## src/rtl/life_datapath_if.sv

```systemverilog
// Controller-to-datapath bundle for the 8x8 Life board: mode code, entry buttons,
// play freeze and the flat board export.
interface life_datapath_if #(
  parameter int ROWS = 8,
  parameter int COLS = 8
);
  // No valid/ready pair: state, btn0, btn1 and stop are per-cycle levels sampled
  // on every rising clka; grid is the board register, valid every cycle.
  logic [1:0]           state;
  logic                 btn0;
  logic                 btn1;
  logic                 stop;
  logic [ROWS*COLS-1:0] grid;

  modport master (output state, btn0, btn1, stop, input grid);
  modport slave  (input state, btn0, btn1, stop, output grid);
endinterface

```

## src/rtl/life_datapath.sv

```systemverilog
// Board register, entry cursor and combinational next-generation logic for
// Conway's Game of Life with a dead (non-wrapping) border.
module life_datapath #(
  parameter int ROWS = 8,
  parameter int COLS = 8
) (
  input  logic          clka,
  input  logic          rst,
  life_datapath_if.slave bus
);
  localparam int N  = ROWS * COLS;
  localparam int CW = (N > 1) ? $clog2(N) : 1;
  localparam logic [CW-1:0] LAST = CW'(N - 1);

  localparam logic [1:0] ST_CLEAR = 2'b00;
  localparam logic [1:0] ST_ENTRY = 2'b01;
  localparam logic [1:0] ST_PLAY  = 2'b10;
  localparam logic [1:0] ST_HOLD  = 2'b11;

  logic [N-1:0]  board;
  logic [N-1:0]  nxt;
  logic [CW-1:0] cursor;
  logic [CW-1:0] cursor_inc;

  // Board framed by a ring of constant zeros so every cell sees 8 neighbours.
  logic [ROWS+1:0][COLS+1:0] pad;

  genvar pr, pc;
  generate
    for (pr = 0; pr < ROWS + 2; pr++) begin : g_pad_r
      for (pc = 0; pc < COLS + 2; pc++) begin : g_pad_c
        if (pr == 0 || pr == ROWS + 1 || pc == 0 || pc == COLS + 1) begin : g_edge
          assign pad[pr][pc] = 1'b0;
        end else begin : g_cell
          assign pad[pr][pc] = board[(pr-1)*COLS + (pc-1)];
        end
      end
    end

    for (pr = 0; pr < ROWS; pr++) begin : g_row
      for (pc = 0; pc < COLS; pc++) begin : g_col
        logic [3:0] n;
        assign n = {3'b000, pad[pr][pc]}   + {3'b000, pad[pr][pc+1]}   + {3'b000, pad[pr][pc+2]}
                 + {3'b000, pad[pr+1][pc]}                              + {3'b000, pad[pr+1][pc+2]}
                 + {3'b000, pad[pr+2][pc]} + {3'b000, pad[pr+2][pc+1]} + {3'b000, pad[pr+2][pc+2]};
        assign nxt[pr*COLS + pc] = (n == 4'd3) | (board[pr*COLS + pc] & (n == 4'd2));
      end
    end
  endgenerate

  assign cursor_inc = (cursor == LAST) ? '0 : cursor + 1'b1;

  always_ff @(posedge clka) begin
    if (rst) begin
      board  <= '0;
      cursor <= '0;
    end else begin
      case (bus.state)
        ST_CLEAR: begin
          board  <= '0;
          cursor <= '0;
        end
        ST_ENTRY: begin
          // btn0 wins when both are pressed: the written value is simply btn0.
          if (bus.btn0 || bus.btn1) begin
            board[cursor] <= bus.btn0;
            cursor        <= cursor_inc;
          end
        end
        ST_PLAY: begin
          if (!bus.stop) board <= nxt;
        end
        ST_HOLD: ;
        default: ;
      endcase
    end
  end

  assign bus.grid = board;
endmodule

```

## src/flat_wrapper.sv

```systemverilog
// flat-port wrapper written by rule: the top's interface ports become plain ports
module life_datapath_flat 
#(
  parameter int ROWS = 8,
  parameter int COLS = 8
)
  (clka, rst, bus_state, bus_btn0, bus_btn1, bus_stop, bus_grid);
  life_datapath_if #(.ROWS(ROWS), .COLS(COLS)) bus_i ();
  input  logic clka;
  input  logic rst;
  input wire logic [$bits(bus_i.state)-1:0] bus_state;
  input wire logic [$bits(bus_i.btn0)-1:0] bus_btn0;
  input wire logic [$bits(bus_i.btn1)-1:0] bus_btn1;
  input wire logic [$bits(bus_i.stop)-1:0] bus_stop;
  output wire logic [$bits(bus_i.grid)-1:0] bus_grid;
  assign bus_i.state = bus_state;
  assign bus_i.btn0 = bus_btn0;
  assign bus_i.btn1 = bus_btn1;
  assign bus_i.stop = bus_stop;
  assign bus_grid = bus_i.grid;
  life_datapath #(.ROWS(ROWS), .COLS(COLS)) u_core (.clka(clka), .rst(rst), .bus(bus_i));
endmodule
```

## config.mk

```make
export PLATFORM = sky130hd
export DESIGN_NAME = life_datapath_flat
export DESIGN_NICKNAME = d
export VERILOG_FILES = /design/src/rtl/life_datapath_if.sv /design/src/rtl/life_datapath.sv /design/src/flat_wrapper.sv
export SDC_FILE = /design/constraint.sdc
export NUM_CORES = 1
export LEC_CHECK = 0
export BUFFER_PORTS_ARGS = -buffer_cell sky130_fd_sc_hd__buf_2
export CAP_MARGIN = 0
export CORE_UTILIZATION = 50
export CTS_CLUSTER_SIZE = 24
export DETAILED_ROUTE_END_ITERATION = 8
export GPL_TIMING_DRIVEN = 0
export PLACE_DENSITY = 0.79
export REMOVE_ABC_BUFFERS = 1
export SLEW_MARGIN = 20
export SYNTH_ARGS = -nofsm -noshare
export SYNTH_HDL_FRONTEND = slang
export SYNTH_SLANG_ARGS = --single-unit
```

## constraint.sdc

```tcl
create_clock -name clka -period 8.3 [get_ports clka]
set_clock_uncertainty 0.05 [all_clocks]
set_input_delay 0.83 -clock clka [delete_from_list [all_inputs] [get_ports clka]]
set_output_delay 0.83 -clock clka [all_outputs]
set_load 0.03 [all_outputs]
```

==> results of run 1 <==
-- flip-flops by register name, indices dropped and copies added, names as in the netlist --
register	flops
u_core.bus.grid	64
u_core.cursor	6
-- worst max-delay path, cell delays in order, from the launching register on --
cell	delay, ps
sky130_fd_sc_hd__dfxtp_1	660
sky130_fd_sc_hd__ha_1	330
sky130_fd_sc_hd__inv_1	60
sky130_fd_sc_hd__fa_1	430
sky130_fd_sc_hd__fa_1	500
sky130_fd_sc_hd__inv_1	50
sky130_fd_sc_hd__fa_1	370
sky130_fd_sc_hd__inv_1	80
sky130_fd_sc_hd__fa_1	400
sky130_fd_sc_hd__or3_1	370
sky130_fd_sc_hd__nor3_1	190
sky130_fd_sc_hd__a221o_1	130
-- synth_stat cells (all sizes together) (11+ instances only) --
cell type / number / share of area [%]
o211ai: 57 / 3.3
ha: 166 / 16
a2111oi: 16 / 1.1
nand3: 25 / 1.0
buf: 37 / 2.0
nor4: 32 / 1.6
nor2b: 16 / 0.78
a21oi: 30 / 1.2
clkbuf: 26 / 0.76
a32oi: 11 / 0.75
o311ai: 11 / 0.75
dfxtp: 70 / 11
inv: 364 / 11
a211oi: 13 / 0.76
a31oi: 16 / 0.78
fa: 196 / 31
o21ai: 25 / 0.98
a221o: 38 / 3.0
nor2: 70 / 2.1
nand2: 83 / 2.4
nor3: 30 / 1.2
-- cell type report --
| class | count | area (sq um) |
|---|---|---|
| repair buffers | 78 | 536 |
| multi-input cells | 941 | 9740 |
| inverters | 364 | 1370 |
| clock inverters | 1 | 5.00 |
| flip-flops and latches | 70 | 1400 |
| clock buffers | 14 | 264 |
| well taps | 330 | 413 |
| fillers | 2254 | 11500 |
-- cell families after synthesis --
| logic type | Yosys count | share of synthesized area, % |
|---|---|---|
| mux | 12 | 0.957 |
| simple gates | 304 | 12.2 |
| buf+inv | 427 | 13.4 |
| fa+ha+maj | 362 | 46.8 |
| flops | 70 | 10.9 |
| compound gates | 263 | 15.7 |
-- per-stage QoR --
| stage | hold slack (ps) | util (%) | setup slack, ps |
|---|---|---|---|
| CTS | 562 | 54.5 | 4640 |
| finish | 570 | 54.5 | 4630 |
| global placement | 530 | 52.5 | 1430 |
| detailed placement | 547 | 53.4 | 4680 |
| floorplan | 569 | - | 3770 |
| global route | 581 | 54.5 | 4380 |
-- metal layers --
layer	share of wire (%)	up-vias	wire (um)	GRT usage [%]
met3	7.7	72	2540	3.98
met5	0	-	0	0
met4	2.8	0	909	10.2
li1	-	4901	-	-
met1	41	5380	13600	33.1
met2	48	424	16000	44.6
-- power groups by stage --
stage / Sequential (uW) / Combinational [uW] / Clock, uW
after floorplan: 346 / 31.4 / 0
after global placement: 346 / 57.2 / 0
after detailed placement: 346 / 73.0 / 0
after CTS: 339 / 73.2 / 381
after global routing: 339 / 78.1 / 394
final: 339 / 75.1 / 379
-- worst paths after layout --
kind	start	slack (ps)	end
setup / recovery	u_core.bus.grid[20]	4630	u_core.bus.grid[28]
setup reg to reg	u_core.bus.grid[20]	4630	u_core.bus.grid[28]
hold / removal	u_core.bus.grid[63]	570	u_core.bus.grid[63]
hold reg to reg	u_core.bus.grid[63]	570	u_core.bus.grid[63]
==> flow_summary_export.csv, run 1 <==
group,metric,value,unit
floorplan,die-area,26300,sq um
floorplan,core_region_area,25200,sq um
critical_path,worst_path_required_time,8550,ps
pwr,clock_power_share,47.8,%
placed_design,io_buffer_count,70,
detailed_routing,drt_pre_antenna_iters,5,
critical_path,worstSetupStartpointType,"register",
floorplan,row_count,58,
timing,maxSlewViolCount,0,
pwr,post-layout-total-power,793,uW
critical_path,worst_setup_path_end_kind,"register",
placed_design,dp_hpwl,24100,um
clocking,cts.sink_count,70,
clocking,worst_skew_pair.late_latency,350,ps
critical_path,r2r.worst_path.cells,11,
timing,post-route-min-period,3670,ps
status,outcome,"complete, no violations",
grt,grt_usage,26.1,%
pwr,comb_power_share,9.5,%
synth,total_number_of_yosys_warnings,0,
synth,post_synth_instance_area,12800,sq um
grt,globalRouteOverflowTotal,0,
pwr,p_seq_share,42.7,%
pwr,total_leakage_power,0.00660,uW
pwr,irDropWorstVdd,0.0946,mV
placed_design,dpl.cell_count,1783,
grt,antenna_found_initial,0,
synth,synth-async-reset-ratio,0,%
pwr,switching_share,28.0,%
placed_design,placed_cell_area,13500,sq um
critical_path,arrival_worst_endpoint,3920,ps
clocking,tritoncts_clock_tree,"yes",
clocking,clk_root_buffer_cell,"sky130_fd_sc_hd__clkbuf_16",
cells_and_area,layout.nets,1833,
hold_path,hold_path.class,"register to register",
cells_and_area,leading_cell_types_in_the_layout_fill_and_taps_excluded,"363 x sky130_fd_sc_hd__inv_1, 196 x sky130_fd_sc_hd__fa_1, 164 x sky130_fd_sc_hd__ha_1, 82 x sky130_fd_sc_hd__nand2_1",
pwr,pwr_density,57.8,nW/um^2
timing,timing.setup.tns,0,ps
timing,grt_setup_unrepaired,"no",
timing,fin_crit_sh,44.2,%
timing,finalSetupViolations,0,
pwr,power.net_switching,222,uW
timing,max_clock_freq,273,MHz
floorplan,die_height,162,um
timing,headroom_to_the_max_slew_limit,21.8,%
critical_path,crit_type,"register to register",
detailed_routing,num_vias,10800,
clocking,post_cts.resized_instances,0,
detailed_routing,route.detailed.drc,0,
detailed_routing,drt_iter0_markers,834,
pwr,internal_power,572,uW
synth,seq_area_frac_synth,10.9,%
floorplan,effective_utilization_at_floorplan,50.9,%
cells_and_area,layout_commonest_cell,"sky130_fd_sc_hd__inv_1",
placed_design,gp_routability_congestion,0.859,
flow_run,drv.max_cap_violation_count,0,
clocking,cts_buffers,9,
floorplan,dieWidth,162,um
cells_and_area,area.growth.synth_to_final,7.11,%
detailed_routing,drt-vias-per-instance,5.99,
grt,grt_first_pass_wirelength,54400,um
cells_and_area,drive_gt1_share,7.49,%
detailed_routing,wire_length_reported_by_the_detailed_router,33000,um
grt,grt_start_max_net_pins,54,
detailed_routing,detail_route.wl_per_cell,18.3,um
timing,final_hold_viol_count,0,
synth,ys_ff_latch,70,
synth,post_synth_inst_count,1438,
synth,synth_edf_count,0,
clocking,cts_setup_buffers,0,
cells_and_area,fin_cells,1798,
clocking,hold_buffers,0,
critical_path,critical_path_peak_fanout,9,
cells_and_area,finalInstanceArea,13700,sq um
clocking,path_clk_slew,60,ps
synth,post_synth_num_cell_types,63,
clocking,cts_max_level,3,
detailed_routing,detail-route-antenna-nets,0,
synth,postSynthAreaPerCell,8.91,sq um
timing,worst-slew-pin-transition,1170,ps
hold_path,worst_hold_path.num_cells,1,
clocking,ctsLongestPathBuffers,2,
cells_and_area,antenna_cells_inserted,0,
grt,via_count_of_the_first_global_routing_pass,11100,
floorplan,io-pin-count,71,
synth,ys.flop_type,"sky130_fd_sc_hd__dfxtp_1",
Power figures use the tool's default switching activity.
==> run 2: changes to the inputs <==
PLACE_DENSITY = 0.82   (was 0.79)
clock period = 3 ns   (was 8.3 ns; I/O delays follow)
==> run 2 against run 1 <==
First-iteration DRC count is 56% higher; critical endpoint is now u_core.bus.grid[50]; highest routed layer unchanged; clock power grew to 2.8 times the previous value; non-clock buffer count is 116 higher; sequential share of layout area hardly changed; sequential power grew to 2.6 times the previous value; final area is 13% higher; global-route usage is 3.1 points higher; critical path depth is 1 higher; the flow now finishes with violations (setup timing); cell count is 6.5% higher; core utilization is 6.9 points higher.
==> flow_summary_export.csv, run 2 (same netlist as run 1, synthesis figures left out) <==
group,metric,value,unit
detailed_routing,num_vias,11700,
cells_and_area,fillerInstances,1839,
critical_path,worstSetupStartpointType,"register",
grt,via_count_of_the_first_global_routing_pass,12300,
floorplan,effective_utilization_at_floorplan,50.9,%
placed_design,gp_routability_congestion,0.865,
pwr,post-layout-total-power,2190,uW
floorplan,dieWidth,162,um
floorplan,die_height,162,um
floorplan,core_region_area,25200,sq um
grt,grt_start_max_net_pins,54,
timing,headroom_to_the_max_slew_limit,18.1,%
detailed_routing,drt_pre_antenna_iters,6,
grt,grt_first_pass_wirelength,61200,um
cells_and_area,layout.nets,1949,
cells_and_area,storage_cell_area,1580,sq um
timing,max_clock_freq,303,MHz
critical_path,crit_path_cell_chain,"buf_6, ha_4, inv_2, fa_1, fa_1, inv_2, fa_2, inv_2, fa_1, a2111oi_2, o211ai_1, nand3_1",
pwr,irDropWorstVdd,0.244,mV
cells_and_area,area.growth.synth_to_final,20.7,%
floorplan,io-pin-count,71,
placed_design,dp_hpwl,24000,um
placed_design,dpl_worst_slack,-649,ps
detailed_routing,route.detailed.drc,0,
clocking,ctsLongestPathBuffers,2,
placed_design,io_buffer_count,70,
status,outcome,"complete, but fails checks",
pwr,total_leakage_power,0.00713,uW
timing,worst-slew-pin-transition,1230,ps
critical_path,crit_slowest_cell,"sky130_fd_sc_hd__fa_1",
grt,grt_usage,29.2,%
clocking,cts_max_level,3,
critical_path,critical_path_peak_fanout,4,
floorplan,row_count,58,
clocking,tritoncts_clock_tree,"yes",
critical_path,worst_path_required_time,3240,ps
timing,final_hold_viol_count,0,
cells_and_area,leading_cell_types_in_the_layout_fill_and_taps_excluded,"286 x sky130_fd_sc_hd__inv_1, 152 x sky130_fd_sc_hd__fa_1, 141 x sky130_fd_sc_hd__ha_1, 106 x sky130_fd_sc_hd__buf_4, 82 x sky130_fd_sc_hd__nand2_1",
clocking,worst_skew_pair.late_latency,360,ps
detailed_routing,drt-vias-per-instance,6.11,
timing,post-route-min-period,3300,ps
clocking,path_clk_slew,60,ps
floorplan,die-area,26300,sq um
cells_and_area,largest_register_ffs,64,
timing,finalSetupViolations,36,
cells_and_area,fin_cells,1915,
critical_path,timing.critical_path.slowest_cell_delay,520,ps
detailed_routing,drt_iter0_markers,1300,
placed_design,placed_cell_area,13400,sq um
critical_path,worst-path-buf-inv,4,
detailed_routing,wire_length_reported_by_the_detailed_router,37200,um
cells_and_area,antenna_cells_inserted,0,
cells_and_area,multi_input_comb_area,10300,sq um
clocking,cts.sink_count,70,
clocking,cts_buffers,9,
detailed_routing,detail_route.wl_per_cell,19.4,um
clocking,clk_root_buffer_cell,"sky130_fd_sc_hd__clkbuf_16",
pwr,pwr_density,142,nW/um^2
timing,timing.setup.tns,-5760,ps
critical_path,arrival_worst_endpoint,3540,ps
hold_path,hold_path.class,"input pin to register",
cells_and_area,drive_gt1_share,28.5,%
critical_path,crit_type,"register to register",
timing,fin_crit_sh,110,%
timing,grt_setup_unrepaired,"yes",
detailed_routing,detail-route-antenna-nets,0,
cells_and_area,finalInstanceArea,15500,sq um
critical_path,path_delay_family,"adder cells",
status,violations,"setup timing",
timing,worst_slack,-296,ps
grt,globalRouteOverflowTotal,0,
timing,maxSlewViolCount,0,
flow_run,drv.max_cap_violation_count,0,
placed_design,dpl.cell_count,1782,
critical_path,worst_setup_path_end_kind,"register",
grt,antenna_found_initial,0,
cells_and_area,layout_commonest_cell,"sky130_fd_sc_hd__inv_1",
[run 2: layout make-up]
class,instances,share of cell area (%)
Timing Repair Buffer,194,9.34
Multi-Input combinational cell,941,66.7
Tap cell,330,2.67
Sequential cell,70,10.2
Inverter,364,9.27
Clock buffer,16,1.82
[run 2: metal layers]
metal	routed length (um)	global-route usage (%)
met5	0	0
met4	1730	13.4
met3	3290	5.06
met2	18100	49.7
met1	14100	36.1
[run 2: what timing repair did]
action,in CTS,in global routing
hold buffers,0,0
endpoints found under the setup margin,36,38
resized for setup,261,44
buffers inserted,110,11
pin swaps,73,31
[run 2: worst reg2reg max path: cells and delay by family (launching register included)]
family,cells,cell delay [ps]
simple gates,1,110
buf+inv,4,260
flops,1,370
fa+ha+maj,5,1980
compound gates,2,460
[run 2: final timing paths]
check / startpoint / to / slack, ps / cells after the start
max: u_core.bus.grid[42] / u_core.bus.grid[50] / -300 / 12
min: rst / u_core.cursor[0] / 210 / 2
max reg2reg: u_core.bus.grid[42] / u_core.bus.grid[50] / -300 / 12
min reg2reg: u_core.bus.grid[14] / u_core.bus.grid[14] / 490 / 1
[run 2: power breakdown]
| part | total (uW) | internal, uW | switching [uW] |
|---|---|---|---|
| clock network | 1080 | 631 | 453 |
| logic | 208 | 47.7 | 160 |
| registers | 897 | 890 | 7.52 |
[run 2: stage by stage]
stage                     hold slack [ps]  util [%]
final                                 210      61.4
after detailed placement              564      53.3
after floorplan                       319         -
after global placement                529      52.5
after CTS                             205      60.6
after global routing                  219      61.4
==> run 3: changes to the inputs <==
ABC_AREA = 1   (was default)
==> run 3 against run 2 <==
The run still ends with setup timing left; core utilization grew 0.60 points; global-route usage hardly changed; maximum frequency fell by 0.95%; final area increased by 1.9%; first-iteration DRC count is 4.1% lower; register-to-register slack got worse by 30 ps; largest cell class unchanged; flip-flop and latch count unchanged; critical path depth stayed put; synthesized cell count grew 19%; critical path type unchanged; die area up 1.8%.
==> flow_summary_export.csv, run 3 <==
group,metric,value,unit
critical_path,crit_type,"register to register",
floorplan,dieWidth,164,um
detailed_routing,drt-vias-per-instance,5.72,
cells_and_area,largest_register_ffs,64,
placed_design,gp_routability_congestion,0.861,
synth,post_synth_inst_count,1707,
detailed_routing,wire_length_reported_by_the_detailed_router,38900,um
flow_run,drv.max_cap_violation_count,0,
synth,seq_area_frac_synth,10.7,%
status,outcome,"complete, but fails checks",
synth,total_number_of_yosys_warnings,0,
detailed_routing,route.detailed.drc,0,
synth,synth_simple_gate_area_share,22.4,%
cells_and_area,storage_cell_area,1570,sq um
synth,post_synth_instance_area,13000,sq um
cells_and_area,multi_input_comb_area,10400,sq um
grt,grt_usage,29.2,%
grt,antenna_found_initial,0,
synth,synth_common_cells,"391 x sky130_fd_sc_hd__inv_1, 351 x sky130_fd_sc_hd__nand2_1, 196 x sky130_fd_sc_hd__fa_1",
cells_and_area,layout.nets,2233,
detailed_routing,drt_iter0_markers,1247,
detailed_routing,detail-route-antenna-nets,0,
synth,multiplexer_share_of_the_synthesized_area,0,%
cells_and_area,area.growth.synth_to_final,20.8,%
pwr,power.net_switching,684,uW
synth,ys_ff_latch,70,
cells_and_area,layout_commonest_cell,"sky130_fd_sc_hd__nand2_1",
clocking,clk_root_buffer_cell,"sky130_fd_sc_hd__clkbuf_16",
timing,worst_slack,-328,ps
timing,final_hold_viol_count,0,
placed_design,dpl_worst_slack,-581,ps
clocking,path_clk_slew,60,ps
placed_design,io_buffer_count,70,
critical_path,worst_path_required_time,3230,ps
cells_and_area,leading_cell_types_in_the_layout_fill_and_taps_excluded,"350 x sky130_fd_sc_hd__nand2_1, 297 x sky130_fd_sc_hd__inv_1, 176 x sky130_fd_sc_hd__nand3_1, 160 x sky130_fd_sc_hd__fa_1, 135 x sky130_fd_sc_hd__ha_1",
grt,grt_start_max_net_pins,65,
synth,synth.most_common_cell,"sky130_fd_sc_hd__inv_1",
detailed_routing,num_vias,12600,
cells_and_area,fin_cells,2199,
timing,worst-slew-pin-transition,1130,ps
pwr,irDropWorstVdd,0.238,mV
clocking,cts_max_level,3,
synth,postSynthAreaPerCell,7.64,sq um
floorplan,effective_utilization_at_floorplan,51.3,%
clocking,hold_buffers,0,
pwr,internal_power,1630,uW
pwr,comb_power_share,10.4,%
clocking,tritoncts_clock_tree,"yes",
synth,yosys.area.top_type_share,30.1,%
synth,post_synth_num_cell_types,26,
detailed_routing,drt_pre_antenna_iters,5,
timing,fin_crit_sh,111,%
synth,ys.flop_type,"sky130_fd_sc_hd__dfxtp_1",
grt,globalRouteOverflowTotal,0,
critical_path,worstSetupStartpointType,"register",
critical_path,critical_path_peak_fanout,6,
placed_design,dpl.cell_count,2058,
timing,max_clock_freq,300,MHz
floorplan,io-pin-count,71,
floorplan,die-area,26700,sq um
clocking,cts_buffers,9,
pwr,total_leakage_power,0.00774,uW
pwr,pwr_density,147,nW/um^2
timing,post-route-min-period,3330,ps
critical_path,arrival_worst_endpoint,3560,ps
timing,headroom_to_the_max_slew_limit,24.1,%
synth,synthTopCellsByArea,"sky130_fd_sc_hd__fa_1 30%, sky130_fd_sc_hd__ha_1 16%, sky130_fd_sc_hd__inv_1 11%",
clocking,worst_skew_pair.late_latency,360,ps
floorplan,core_region_area,25400,sq um
pwr,clock_power_share,50.8,%
synth,synth_top_family_by_area,"adder cells",
synth,post_synthesis_compound_gate_area_fraction,6.05,%
detailed_routing,detail_route.wl_per_cell,17.7,um
cells_and_area,drive_gt1_share,24.9,%
pwr,switching_share,29.6,%
synth,synth-async-reset-ratio,0,%
clocking,cts.sink_count,70,
cells_and_area,finalInstanceArea,15700,sq um
synth,post_synth_xor_area_fraction,1.14,%
cells_and_area,antenna_cells_inserted,0,
timing,grt_setup_unrepaired,"yes",
floorplan,row_count,58,
cells_and_area,fillerInstances,1970,
hold_path,hold_path.class,"input pin to register",
placed_design,dp_hpwl,24400,um
timing,worst_hold_slack,345,ps
grt,via_count_of_the_first_global_routing_pass,12800,
synth,yosysTopAreaCell,"sky130_fd_sc_hd__fa_1",
clocking,ctsLongestPathBuffers,2,
placed_design,placed_cell_area,13700,sq um
grt,grt_first_pass_wirelength,61600,um
synth,synth_edf_count,0,
critical_path,worst_setup_path_end_kind,"register",
floorplan,die_height,164,um
timing,finalSetupViolations,36,
pwr,p_seq_share,38.7,%
synth,synth-adder-area-share,46.0,%
timing,maxSlewViolCount,0,
status,violations,"setup timing",
[run 3: power by group through the flow]
stage | Clock, uW | Combinational, uW | Sequential (uW)
after floorplan | 0 | 95.7 | 956
after detailed placement | 0 | 222 | 956
final | 1180 | 241 | 896
after global routing | 1210 | 248 | 896
after CTS | 1170 | 227 | 896
after global placement | 0 | 184 | 956
[run 3: kinds of logic after synthesis]
kind of cell | Yosys count
AO/OA/AOI/OAI | 140
XOR/XNOR | 17
adder cells (fa/ha/maj) | 362
buffers and inverters | 453
flip-flops | 70
AND/OR/NAND/NOR | 665
[run 3: metrics by stage]
step | power, uW | setup TNS [ps] | util [%]
global route | 2350 | -10250 | 62.0
finish | 2310 | -6100 | 62.0
detailed placement | 1180 | -17820 | 53.8
floorplan | 1050 | -46040 | -
global placement | 1140 | -246030 | 53.2
CTS | 2290 | -4280 | 61.0
[run 3: final cells by class]
| cell class | count | share of cell area (%) |
|---|---|---|
| inverters | 399 | 10.2 |
| clock inverters | 4 | 0.286 |
| clock buffers | 12 | 1.63 |
| well taps | 330 | 2.62 |
| multi-input cells | 1184 | 66.2 |
| repair buffers | 200 | 9.08 |
| flip-flops and latches | 70 | 9.99 |
[run 3: metal layers]
| layer | wire length (um) | vias up | GRT usage [%] |
|---|---|---|---|
| met5 | 0 | - | 0 |
| met4 | 1380 | 0 | 11.7 |
| met3 | 3360 | 154 | 5.15 |
| met2 | 19400 | 692 | 50.8 |
| met1 | 14800 | 6106 | 35.7 |
| li1 | - | 5635 | - |
[run 3: final timing paths]
kind	from	slack, ps	endpoint	cells after the start
worst max-delay path	u_core.bus.grid[19]	-330	u_core.bus.grid[26]	12
worst min-delay path	rst	340	u_core.bus.grid[14]	2
worst max register to register	u_core.bus.grid[19]	-330	u_core.bus.grid[26]	12
worst min register to register	u_core.bus.grid[63]	460	u_core.bus.grid[63]	2
[run 3: critical path: stages (launching register included)]
cell                         delay, ps
sky130_fd_sc_hd__dfxtp_4           420
sky130_fd_sc_hd__clkinvlp_4        200
sky130_fd_sc_hd__fa_1              530
sky130_fd_sc_hd__fa_1              500
sky130_fd_sc_hd__inv_1              50
sky130_fd_sc_hd__fa_2              340
sky130_fd_sc_hd__inv_2              60
sky130_fd_sc_hd__fa_1              410
sky130_fd_sc_hd__nor3_1            250
sky130_fd_sc_hd__nand4_1           150
sky130_fd_sc_hd__nand2_1            90
sky130_fd_sc_hd__nand2_1            60
sky130_fd_sc_hd__a21oi_1           130
[run 3: repair_timing]
item / in CTS / in global routing
pin swaps: 90 / 25
gates cloned: 0 / 0
setup endpoints to repair: 36 / 36
gates resized for setup: 253 / 25
setup buffers: 105 / 20
